[config.mk]
export PLATFORM = sky130hd
export DESIGN_NAME = iob_fifo_sync_asym
export DESIGN_NICKNAME = d
export VERILOG_FILES = /design/src/rtl/iob_fifo_sync_asym.sv
export SDC_FILE = /design/constraint.sdc
export NUM_CORES = 1
export LEC_CHECK = 0
export ABC_AREA = 0
export BUFFER_PORTS_ARGS = -buffer_cell sky130_fd_sc_hd__buf_2
export CAP_MARGIN = 20
export CORE_MARGIN = 8
export CORE_UTILIZATION = 43
export CTS_CLUSTER_SIZE = 16
export DETAILED_ROUTE_END_ITERATION = 16
export GPL_TIMING_DRIVEN = 0
export PLACE_DENSITY_LB_ADDON = 0.15
export RECOVER_POWER = 25
export SLEW_MARGIN = 30
export SYNTH_ARGS = -nofsm -noshare
export SYNTH_HDL_FRONTEND = slang
export SYNTH_SLANG_ARGS = --single-unit
[constraint.sdc]
create_clock -name clk -period 3.8 [get_ports clk]
set_clock_uncertainty 0.1 [all_clocks]
set_input_delay 0.57 -clock clk [delete_from_list [all_inputs] [get_ports clk]]
set_output_delay 0.57 -clock clk [all_outputs]
set_load 0.005 [all_outputs]
[src/rtl/iob_fifo_sync_asym.sv]
// Single-clock FIFO controller with asymmetric write/read widths. It drives an
// external two-port asymmetric RAM and owns the pointer, occupancy and flag state.
module iob_fifo_sync_asym #(
    parameter int W_DATA_W = 32,
    parameter int R_DATA_W = 8,
    parameter int ADDR_W   = 10,
    localparam int MAXDATA_W = (W_DATA_W > R_DATA_W) ? W_DATA_W : R_DATA_W,
    localparam int MINDATA_W = (W_DATA_W > R_DATA_W) ? R_DATA_W : W_DATA_W,
    localparam int RATIO     = MAXDATA_W / MINDATA_W,
    localparam int R_LOG     = $clog2(RATIO),
    localparam int W_ADDR_W  = (W_DATA_W > R_DATA_W) ? ADDR_W - R_LOG : ADDR_W,
    localparam int R_ADDR_W  = (R_DATA_W > W_DATA_W) ? ADDR_W - R_LOG : ADDR_W
) (
    input  logic                clk,
    input  logic                rst,
    input  logic                w_en,
    input  logic [W_DATA_W-1:0] w_data,
    output logic                w_full,
    input  logic                r_en,
    output logic [R_DATA_W-1:0] r_data,
    output logic                r_empty,
    output logic [ADDR_W:0]     level,
    output logic                ext_mem_w_en,
    output logic [W_ADDR_W-1:0] ext_mem_w_addr,
    output logic [W_DATA_W-1:0] ext_mem_w_data,
    output logic                ext_mem_r_en,
    output logic [R_ADDR_W-1:0] ext_mem_r_addr,
    input  logic [R_DATA_W-1:0] ext_mem_r_data
);

    localparam int LVL_W  = ADDR_W + 1;
    localparam int W_INCR = W_DATA_W / MINDATA_W;
    localparam int R_INCR = R_DATA_W / MINDATA_W;
    localparam logic [LVL_W-1:0] W_INCR_L = LVL_W'(W_INCR);
    localparam logic [LVL_W-1:0] R_INCR_L = LVL_W'(R_INCR);
    localparam logic [LVL_W-1:0] FULL_THR = LVL_W'((2 ** ADDR_W) - W_INCR);
    localparam logic [LVL_W-1:0] LVL_ZERO = {LVL_W{1'b0}};

    logic                w_acc_s;
    logic                r_acc_s;
    logic [LVL_W-1:0]    level_nxt_s;
    logic [W_ADDR_W-1:0] w_ptr_r;
    logic [R_ADDR_W-1:0] r_ptr_r;
    logic [LVL_W-1:0]    level_r;
    logic                w_full_r;
    logic                r_empty_r;

    // Accept qualification against registered flags; nothing is accepted during reset.
    always_comb begin
        w_acc_s     = w_en & ~w_full_r & ~rst;
        r_acc_s     = r_en & ~r_empty_r & ~rst;
        level_nxt_s = level_r + (w_acc_s ? W_INCR_L : LVL_ZERO) - (r_acc_s ? R_INCR_L : LVL_ZERO);
    end

    // Pointer, occupancy and flag registers; flags follow the next level.
    always_ff @(posedge clk) begin
        if (rst) begin
            w_ptr_r   <= {W_ADDR_W{1'b0}};
            r_ptr_r   <= {R_ADDR_W{1'b0}};
            level_r   <= LVL_ZERO;
            w_full_r  <= 1'b0;
            r_empty_r <= 1'b1;
        end else begin
            if (w_acc_s) begin
                w_ptr_r <= w_ptr_r + W_ADDR_W'(1);
            end
            if (r_acc_s) begin
                r_ptr_r <= r_ptr_r + R_ADDR_W'(1);
            end
            level_r   <= level_nxt_s;
            w_full_r  <= (level_nxt_s > FULL_THR);
            r_empty_r <= (level_nxt_s < R_INCR_L);
        end
    end

    assign ext_mem_w_en   = w_acc_s;
    assign ext_mem_w_addr = w_ptr_r;
    assign ext_mem_w_data = w_data;
    assign ext_mem_r_en   = r_acc_s;
    assign ext_mem_r_addr = r_ptr_r;
    assign r_data         = ext_mem_r_data;
    assign level          = level_r;
    assign w_full         = w_full_r;
    assign r_empty        = r_empty_r;

endmodule

==> key figures <==
Timing
  – Final setup viols: 0
  – Fmax: 319 MHz
  – Final Cycle Share: 0.825
  – Rel. slew slack: 0.677
  – Worst slew pin tran: 485 ps
  – Setup Total Neg Slack: 0 ps
  – Fin. Hold Viols: 0
  – RSZ-0062 raised after global routing: no
  – Min Tclk post-route: 3140 ps
  – Worst setup margin: 663 ps
  – Slew Limit Fails: 0

Synth
  – Register bit count reported by yosys: 31
  – Distinct cells, synth: 39
  – FFs w/ async S/R, synth: 0
  – Post-Syn Nets: 286
  – Syn avg cell area: 8.45 um^2
  – Syn Std Cell Area: 1930 um^2
  – Yosys warns: 0
  – Post-synthesis sequential area ratio: 0.322
  – Post-Synthesis Cells: 228
  – Post-synth EDFFs: 0
  – Post-synth top flop: dfxtp_1

Die
  – Std cell rows: 24
  – Die W: 82.9 um
  – CORE AREA: 4320 um^2
  – Die footprint: 6880 um^2
  – DIE HEIGHT: 82.9 um
  – Initial core utilization: 0.445
  – # IOs: 117

Global routing
  – Antenna violations before repair: 0
  – First-pass GRT wire length: 7.83 mm
  – Pin count of the biggest net entering global routing: 11
  – GRT Util Overall: 0.132
  – Vias in the first global route: 1728
  – GRT Residual Overflow: 0

Final layout
  – Most frequent cells in the layout: buf_2 (68), dfxtp_1 (31), nor2_1 (29)
  – Area grow syn2layout: 26.8%
  – Antenna Cells: 0
  – Layout cells sized above 1: 0.378
  – Final Cell Area: 2440 um^2
  – Commonest non-fill, non-tap cell in the layout: buf_2
  – Register area: 621 um^2
  – Fillers: 433
  – Nets: 369
  – Multi-input combinational cell area: 926 um^2
  – Core Util, Final: 0.565

Critical path
  – CP Capture Type: flip-flop
  – CP startpoint kind: primary input
  – Worst path arrival time: 3250 ps
  – CP Data Required Time: 3910 ps
  – R2r worst-path depth: 13
  – Max FO, Critical Path: 5
  – Worst Path Class, Setup: primary input to flip-flop

Clock tree
  – Num Clock Sinks: 31
  – Post_cts resized: 0
  – # Post-CTS Setup Buffers: 0
  – Clk Latency, worst-skew pair: 280 ps
  – Longest Clk Path Bufs: 2
  – H-tree depth: 2
  – CTS tree: built
  – Clock root cell: clkbuf_8
  – Clock-pin slew on the worst setup and hold paths: 60 ps
  – CTS Hold Bufs: 0
  – TritonCTS Buffers: 5

Drt
  – Drt drc: 0
  – Via Count: 1684
  – Drt pass-1 iters: 4
  – WL final: 4.63 mm
  – Detailed-route wire length per cell: 12.7 um
  – Detail Route Antenna Nets: 0
  – DRT iter0 DRCs: 42
  – Vias/cell: 4.63

Run status
  – Outcome: finished clean

Hold path
  – Worst Hold Class: flip-flop to flip-flop
  – Worst hold path depth: 2

Pwr
  – Static Leakage: 1.25 nW
  – PwrDens: 645 nW/um^2
  – Worst VDD drop: 0.224 mV

Place
  – Number of port buffers: 76
  – Final HPWL from detailed placement: 3.90 mm
  – Setup WS pre-CTS: 367 ps
  – GPL Wtd Cong: 0.819
  – Placed instance area: 2370 um^2

Run
  – Number of max-cap violations: 0
## routing by layer
layer  vias to the layer above  GRT usage  share of wire
met5                         -          0              0
met4                         0     0.0288         0.0078
met3                         5     0.0645          0.085
li1                        883          -              -
met2                        70      0.226           0.47
met1                       726      0.143           0.44
## synthesized netlist by cell type (3+ instances only)
master / number / area [um^2]
a21oi_1: 7 / 35.0
xor2_1: 12 / 105
dfxtp_1: 31 / 621
nor3_1: 3 / 15.0
nor2b_1: 4 / 25.0
xnor2_1: 5 / 43.8
ha_1: 13 / 163
nor2_1: 29 / 109
a21o_1: 4 / 30.0
inv_1: 18 / 67.6
buf_4: 40 / 300
nand4_1: 3 / 18.8
nand3_1: 5 / 25.0
o21ai_0: 6 / 30.0
mux2i_1: 3 / 30.0
or3_1: 5 / 31.3
nand2_1: 11 / 41.3
and3_1: 6 / 37.5
## registers in the layout (all words and copies together) (netlist names)
| register | cells |
|---|---|
| ext_mem_r_addr | 10 |
| ext_mem_w_addr | 8 |
| level | 11 |
| r_empty | 1 |
| w_full | 1 |
## report_power, final
group | leakage (nW) | switching [mW] | total, mW | internal [mW]
combinational | 0.955 | 0.494 | 0.907 | 0.413
sequential | 0.254 | 0.0420 | 0.426 | 0.384
clock | 0.0422 | 0.116 | 0.244 | 0.128
total | 1.25 | 0.651 | 1.58 | 0.925
## per-stage QoR
stage                     std cells  hold slack [ps]  power (mW)
after detailed placement        356              381        1.34
after floorplan                 228              374        1.13
final                           364              388        1.58
after global routing            364              439        1.72
after global placement          356              364        1.33
after CTS                       364              390        1.59
## worst max-delay path, cell delays in order
cell      delay, ps
buf_2           130
nor3b_2         320
inv_1           130
ha_1            330
fa_1            440
nand2b_1        200
a21oi_2         190
nor4_1           70
a311oi_1        440
and3_1          230
a41o_1          200
## worst paths after layout
kind / from / endpoint / slack (ps)
max reg2reg: r_empty$_SDFF_PP1_ / r_empty$_SDFF_PP1_ / 700
max: rst / r_empty$_SDFF_PP1_ / 660
min reg2reg: ext_mem_r_addr[9]$_SDFFE_PP0P_ / ext_mem_r_addr[9]$_SDFFE_PP0P_ / 390
min: ext_mem_r_addr[9]$_SDFFE_PP0P_ / ext_mem_r_addr[9]$_SDFFE_PP0P_ / 390
## layout make-up
type | instances | area share
timing repair buffer | 76 | 0.152
inverter | 18 | 0.0277
clock inverter | 1 | 0.00205
tap | 52 | 0.0266
clock buffer | 7 | 0.0313
sequential | 31 | 0.254
buffer | 43 | 0.128
multi-input combinational | 136 | 0.379
## logic make-up after synthesis
| family | after synthesis | synth area share |
|---|---|---|
| mux | 3 | 0.0156 |
| compound gates | 28 | 0.100 |
| buf+inv | 61 | 0.197 |
| flops | 31 | 0.322 |
| xor+xnor | 18 | 0.0858 |
| fa+ha+maj | 14 | 0.0949 |
| simple gates | 73 | 0.185 |
Power figures use the tool's default switching activity.
